<file path="src/rtl/seq_pattern_gen.sv">
// -----------------------------------------------------------------------------
// seq_pattern_gen
// Serial bit-pattern transmitter. A PAT_W-bit pattern is sent MSB first, one
// bit per clock, repeat_cnt times, with gap_len idle cycles between
// repetitions. A single-cycle done pulse follows the last bit.
//
// Handshake: a request is accepted on the rising clock edge where
// start=1, ready=1 and abort=0. pattern, repeat_cnt and gap_len are sampled
// only on that edge. ready is high only in IDLE, and start is ignored at
// every other time.
//
// Ports
//   clk         in   system clock, rising edge
//   rst_n       in   asynchronous active-low reset
//   start       in   transfer request
//   pattern     in   PAT_W bits to send, bit PAT_W-1 first
//   repeat_cnt  in   number of pattern repetitions (0 = none, done only)
//   gap_len     in   idle cycles between repetitions
//   abort       in   synchronous cancel (SEND/GAP -> IDLE, no done)
//   ready       out  1 in IDLE (decoded from the state register)
//   out         out  serial data bit, registered, 0 when out_valid=0
//   out_valid   out  1 while out carries a pattern bit, registered
//   busy        out  1 in SEND or GAP, registered
//   done        out  single-cycle completion pulse, registered
//   dbg_state   out  raw FSM state for observation
// -----------------------------------------------------------------------------
module seq_pattern_gen #(
    parameter int PAT_W = 4,
    parameter int CNT_W = 4,
    parameter int GAP_W = 4
) (
    input  logic             clk,
    input  logic             rst_n,
    input  logic             start,
    input  logic [PAT_W-1:0] pattern,
    input  logic [CNT_W-1:0] repeat_cnt,
    input  logic [GAP_W-1:0] gap_len,
    input  logic             abort,
    output logic             ready,
    output logic             out,
    output logic             out_valid,
    output logic             busy,
    output logic             done,
    output logic [1:0]       dbg_state
);

    localparam int IDX_W = (PAT_W > 2) ? $clog2(PAT_W) : 1;
    localparam logic [IDX_W-1:0] IDX_MAX = IDX_W'(PAT_W - 1);
    localparam logic [CNT_W-1:0] CNT_ONE = CNT_W'(1);
    localparam logic [GAP_W-1:0] GAP_ONE = GAP_W'(1);

    typedef enum logic [1:0] {
        IDLE = 2'd0,
        SEND = 2'd1,
        GAP  = 2'd2,
        DONE = 2'd3
    } state_t;

    state_t           state_q, state_d;
    logic [PAT_W-1:0] pat_q, pat_d;
    logic [CNT_W-1:0] rep_q, rep_d;     // repetitions still to finish
    logic [GAP_W-1:0] gap_q, gap_d;     // latched gap length
    logic [GAP_W-1:0] gcnt_q, gcnt_d;   // gap cycles left, including current
    logic [IDX_W-1:0] idx_q, idx_d;     // index of the bit currently on out
    logic             out_q, out_d;
    logic             valid_q, valid_d;
    logic             busy_q, busy_d;
    logic             done_q, done_d;
    logic [IDX_W-1:0] idx_m1;

    assign idx_m1 = idx_q - 1'b1;

    // Next-state and next-output logic. Outputs default to the idle values so
    // every path that does not explicitly send a bit drives out=0/out_valid=0.
    always_comb begin
        state_d = state_q;
        pat_d   = pat_q;
        rep_d   = rep_q;
        gap_d   = gap_q;
        gcnt_d  = gcnt_q;
        idx_d   = idx_q;
        out_d   = 1'b0;
        valid_d = 1'b0;
        busy_d  = 1'b0;
        done_d  = 1'b0;

        case (state_q)
            IDLE: begin
                if (start && !abort) begin
                    pat_d = pattern;
                    rep_d = repeat_cnt;
                    gap_d = gap_len;
                    idx_d = IDX_MAX;
                    if (repeat_cnt != '0) begin
                        // First bit goes out on the acceptance edge itself.
                        state_d = SEND;
                        out_d   = pattern[PAT_W-1];
                        valid_d = 1'b1;
                        busy_d  = 1'b1;
                    end else begin
                        state_d = DONE;
                        done_d  = 1'b1;
                    end
                end
            end

            SEND: begin
                if (abort) begin
                    state_d = IDLE;
                end else if (idx_q != '0) begin
                    idx_d   = idx_m1;
                    out_d   = pat_q[idx_m1];
                    valid_d = 1'b1;
                    busy_d  = 1'b1;
                end else begin
                    // Last bit of this repetition is on out now.
                    rep_d = rep_q - 1'b1;
                    if (rep_q == CNT_ONE) begin
                        state_d = DONE;
                        done_d  = 1'b1;
                    end else if (gap_q == '0) begin
                        idx_d   = IDX_MAX;
                        out_d   = pat_q[PAT_W-1];
                        valid_d = 1'b1;
                        busy_d  = 1'b1;
                    end else begin
                        state_d = GAP;
                        gcnt_d  = gap_q;
                        busy_d  = 1'b1;
                    end
                end
            end

            GAP: begin
                if (abort) begin
                    state_d = IDLE;
                end else if (gcnt_q == GAP_ONE) begin
                    state_d = SEND;
                    idx_d   = IDX_MAX;
                    out_d   = pat_q[PAT_W-1];
                    valid_d = 1'b1;
                    busy_d  = 1'b1;
                end else begin
                    gcnt_d = gcnt_q - 1'b1;
                    busy_d = 1'b1;
                end
            end

            DONE: begin
                // done pulse lasts one cycle; abort has no effect here.
                state_d = IDLE;
            end

            default: begin
                state_d = IDLE;
            end
        endcase
    end

    always_ff @(posedge clk or negedge rst_n) begin
        if (!rst_n) begin
            state_q <= IDLE;
            pat_q   <= '0;
            rep_q   <= '0;
            gap_q   <= '0;
            gcnt_q  <= '0;
            idx_q   <= '0;
            out_q   <= 1'b0;
            valid_q <= 1'b0;
            busy_q  <= 1'b0;
            done_q  <= 1'b0;
        end else begin
            state_q <= state_d;
            pat_q   <= pat_d;
            rep_q   <= rep_d;
            gap_q   <= gap_d;
            gcnt_q  <= gcnt_d;
            idx_q   <= idx_d;
            out_q   <= out_d;
            valid_q <= valid_d;
            busy_q  <= busy_d;
            done_q  <= done_d;
        end
    end

    assign ready     = (state_q == IDLE);
    assign out       = out_q;
    assign out_valid = valid_q;
    assign busy      = busy_q;
    assign done      = done_q;
    assign dbg_state = state_q;

endmodule

</file>
<file path="config.mk">
export PLATFORM = sky130hd
export DESIGN_NAME = seq_pattern_gen
export DESIGN_NICKNAME = d
export VERILOG_FILES = /design/src/rtl/seq_pattern_gen.sv
export SDC_FILE = /design/constraint.sdc
export NUM_CORES = 1
export LEC_CHECK = 0
export CAP_MARGIN = 5
export CORE_MARGIN = 1
export CORE_UTILIZATION = 56
export CTS_CLUSTER_SIZE = 14
export DETAILED_ROUTE_END_ITERATION = 6
export HOLD_SLACK_MARGIN = 0.06
export PLACE_DENSITY_LB_ADDON = 0.15
export SLEW_MARGIN = 20
export SYNTH_ARGS = -nofsm -noshare
export SYNTH_HDL_FRONTEND = slang
export SYNTH_SLANG_ARGS = --single-unit
</file>
<file path="constraint.sdc">
create_clock -name clk -period 5.18 [get_ports clk]
set_input_delay 1.554 -clock clk [delete_from_list [all_inputs] [get_ports clk]]
set_output_delay 1.554 -clock clk [all_outputs]
set_load 0.005 [all_outputs]
</file>
==> qor.csv <==
metric,value,unit
Final Core Density,72.3,%
GRT overflow,0,
RSZ-0062 raised after global routing,false,
Port Buffer Count,22,
Diodes inserted,0,
Max Cap Violations,0,
Clock H-tree levels,1,
Max Clock Skew,3.26,ps
Post-CTS Hold Fix Bufs,0,
NumNets Final,179,
DP Wirelength,2100,um
Min Hold Slack,518,ps
Async SR Flop Fraction,100,%
"Data arrival, critical path",3660,ps
largest net degree at the start of global routing,25,
Final Slew Violations,0,
Max VDD drop,362,uV
Worst slew margin,53.9,%
Die Y,52.4,um
Clock Latency Late Sink,310,ps
Leak,0.708,nW
initial drt markers,28,
die width,52.4,um
Core Region,2300,sq um
worst min path class,flip-flop to flip-flop,
dominant synthesized flop cell,dfrtp_1,
die area,2750,sq um
Mapped Cells,136,
final non-filler cell total,185,
Worst Hold Path EP,pat_q[1],
CP Capture Type,flip-flop,
DRT Pass-1 Iters,4,
clk slew on worst S/H paths,120,ps
first-pass GRT wire length,4770,um
Synth Cell Area,1420,sq um
Setup Buffers After CTS,0,
period utilisation layout,66.0,%
Setup Slack @ Placement,1450,ps
Critical Path RT,5420,ps
Slew @ Worst Pin,688,ps
via count,1117,
CP Class,input port to flip-flop,
Reg2Reg Depth,4,
initial antenna violation count,0,
min-delay src,pat_q[1],
PostCTS Resize Cnt,0,
"Net Count, Synth",157,
outcome,completed,
CTS buffer count,3,
initial core utilization,62.0,%
setup TNS,0,ps
gr usage total,24.0,%
f_max,293,MHz
number of synthesized register bits,24,
Max Fanout on Critical Path,12,
Yosys cell types,46,
GPL Wtd Cong,0.917,
Worst Hold Depth,1,
Routed WL per cell,14.7,um
number of setup violations in the final report,0,
detailed-route wire length,2720,um
Syn-to-layout area delta,16.7,%
share of post-route cells with drive strength above 1,13.4,%
R2R Setup Slk,3110,ps
synthesized area per cell,10.5,sq um
post-route setup slack,1760,ps
row cnt,17,
Fin. Hold Viols,0,
clock tree buffer depth,2,
fin crit period,3420,ps
Residual DRC,0,
IO Count,23,
Startpoint Class,input port,
R2R Path End,rep_q[0],
reg-to-reg critical path startpoint,dbg_state[1],
"EDFF count, synth",0,
Pwr per Cell Area,524,nW/um^2
post-synthesis sequential area ratio,42.2,%
TritonCTS clock tree,done,
vias per cell,6.04,
number of global-route vias before repair,1118,
Root Buffer,clkbuf_4,
Yosys Warn Count,0,
Placed Cells incl. Taps,181,
CTS sink count,24,
Final ANT Viol Nets,0,
layout by cell type (no fill, tap or decap), types with 2 or more instances in the layout:
cell type / Yosys / layout
nor2b_1: 2 / 2
nor2_1: 12 / 12
nand3_1: 2 / 2
o22ai_1: 4 / 4
or3_1: 3 / 3
ha_1: 5 / 5
dfrtp_1: 24 / 24
mux2_2: 8 / 8
o21ai_0: 7 / 7
nor3_1: 2 / 2
o41ai_1: 2 / 2
a21oi_1: 10 / 10
inv_1: 11 / 11
clkbuf_4: 0 / 3
nor3b_1: 3 / 3
nand2b_1: 3 / 3
mux2i_1: 2 / 2
clkdlybuf4s50_1: 0 / 21
nand2_1: 5 / 5
sequential cells by signal, summed over array words and instances, names as in the netlist:
signal     count
busy           1
dbg_state      2
done           1
gap_q          4
gcnt_q         4
idx_q          2
out            1
out_valid      1
pat_q          4
rep_q          4
logic make-up after synthesis:
| family | after synthesis | share of synthesized area [%] |
|---|---|---|
| simple gates | 44 | 19.3 |
| buf+inv | 16 | 6.33 |
| fa+ha+maj | 5 | 4.39 |
| flops | 24 | 42.2 |
| compound gates | 37 | 20.0 |
| mux | 10 | 7.73 |
final cells by class:
type	count	area, sq um
clock buffer	4	36.3
sequential	24	601
multi-input combinational	96	733
tap	28	35.0
inverter	11	41.3
fill	202	636
timing repair buffer	22	215
where the power goes:
| part | leakage, nW | switching, W | internal (W) |
|---|---|---|---|
| registers | 0.293 | 0.0000948 | 0.000272 |
| clock network | 0.0210 | 0.0000540 | 0.0000429 |
| logic | 0.395 | 0.000191 | 0.000216 |
| total | 0.708 | 0.000340 | 0.000531 |
metrics by stage:
step	instance area, sq um	power (W)
2_1_floorplan	1420	0.000664
3_3_place_gp	1630	0.000765
3_5_place_dp	1630	0.000778
4_1_cts	1670	0.000877
5_1_grt	1660	0.000952
6_report	1660	0.000870
synth_stat cells (3+ instances only):
master | number | area, sq um
mux2_2 | 8 | 90.1
nand2_1 | 5 | 18.8
nand2b_1 | 3 | 18.8
o22ai_1 | 4 | 25.0
inv_1 | 11 | 41.3
o21ai_0 | 7 | 35.0
or3_1 | 3 | 18.8
nor2_1 | 12 | 45.0
nor3b_1 | 3 | 22.5
ha_1 | 5 | 62.6
dfrtp_1 | 24 | 601
a21oi_1 | 10 | 50.1
per-layer routing:
metal	wire [um]	GRT usage, %	up-vias
li1	-	-	541
met1	1260	30.7	534
met2	1320	40.3	38
met3	114	4.06	4
met4	25	8.77	0
met5	0	0	-
how the worst max path moves through the flow:
stage / from / end / cells after the start / slack, ps
after floorplan: repeat_cnt[1] / dbg_state[1] / 4 / 2600
after global placement: abort / rep_q[0] / 5 / 1510
after detailed placement: abort / rep_q[0] / 5 / 1450
after CTS: abort / rep_q[0] / 5 / 1790
after global routing: abort / rep_q[0] / 5 / 1640
final: abort / rep_q[0] / 5 / 1760
critical path: stages:
cell and delay, ps:
clkdlybuf4s50_1 660, nor4b_4 700, a21oi_1 250, or3_1 400, o21ai_1 80
Note: power is estimated with default switching activity, not from simulation.
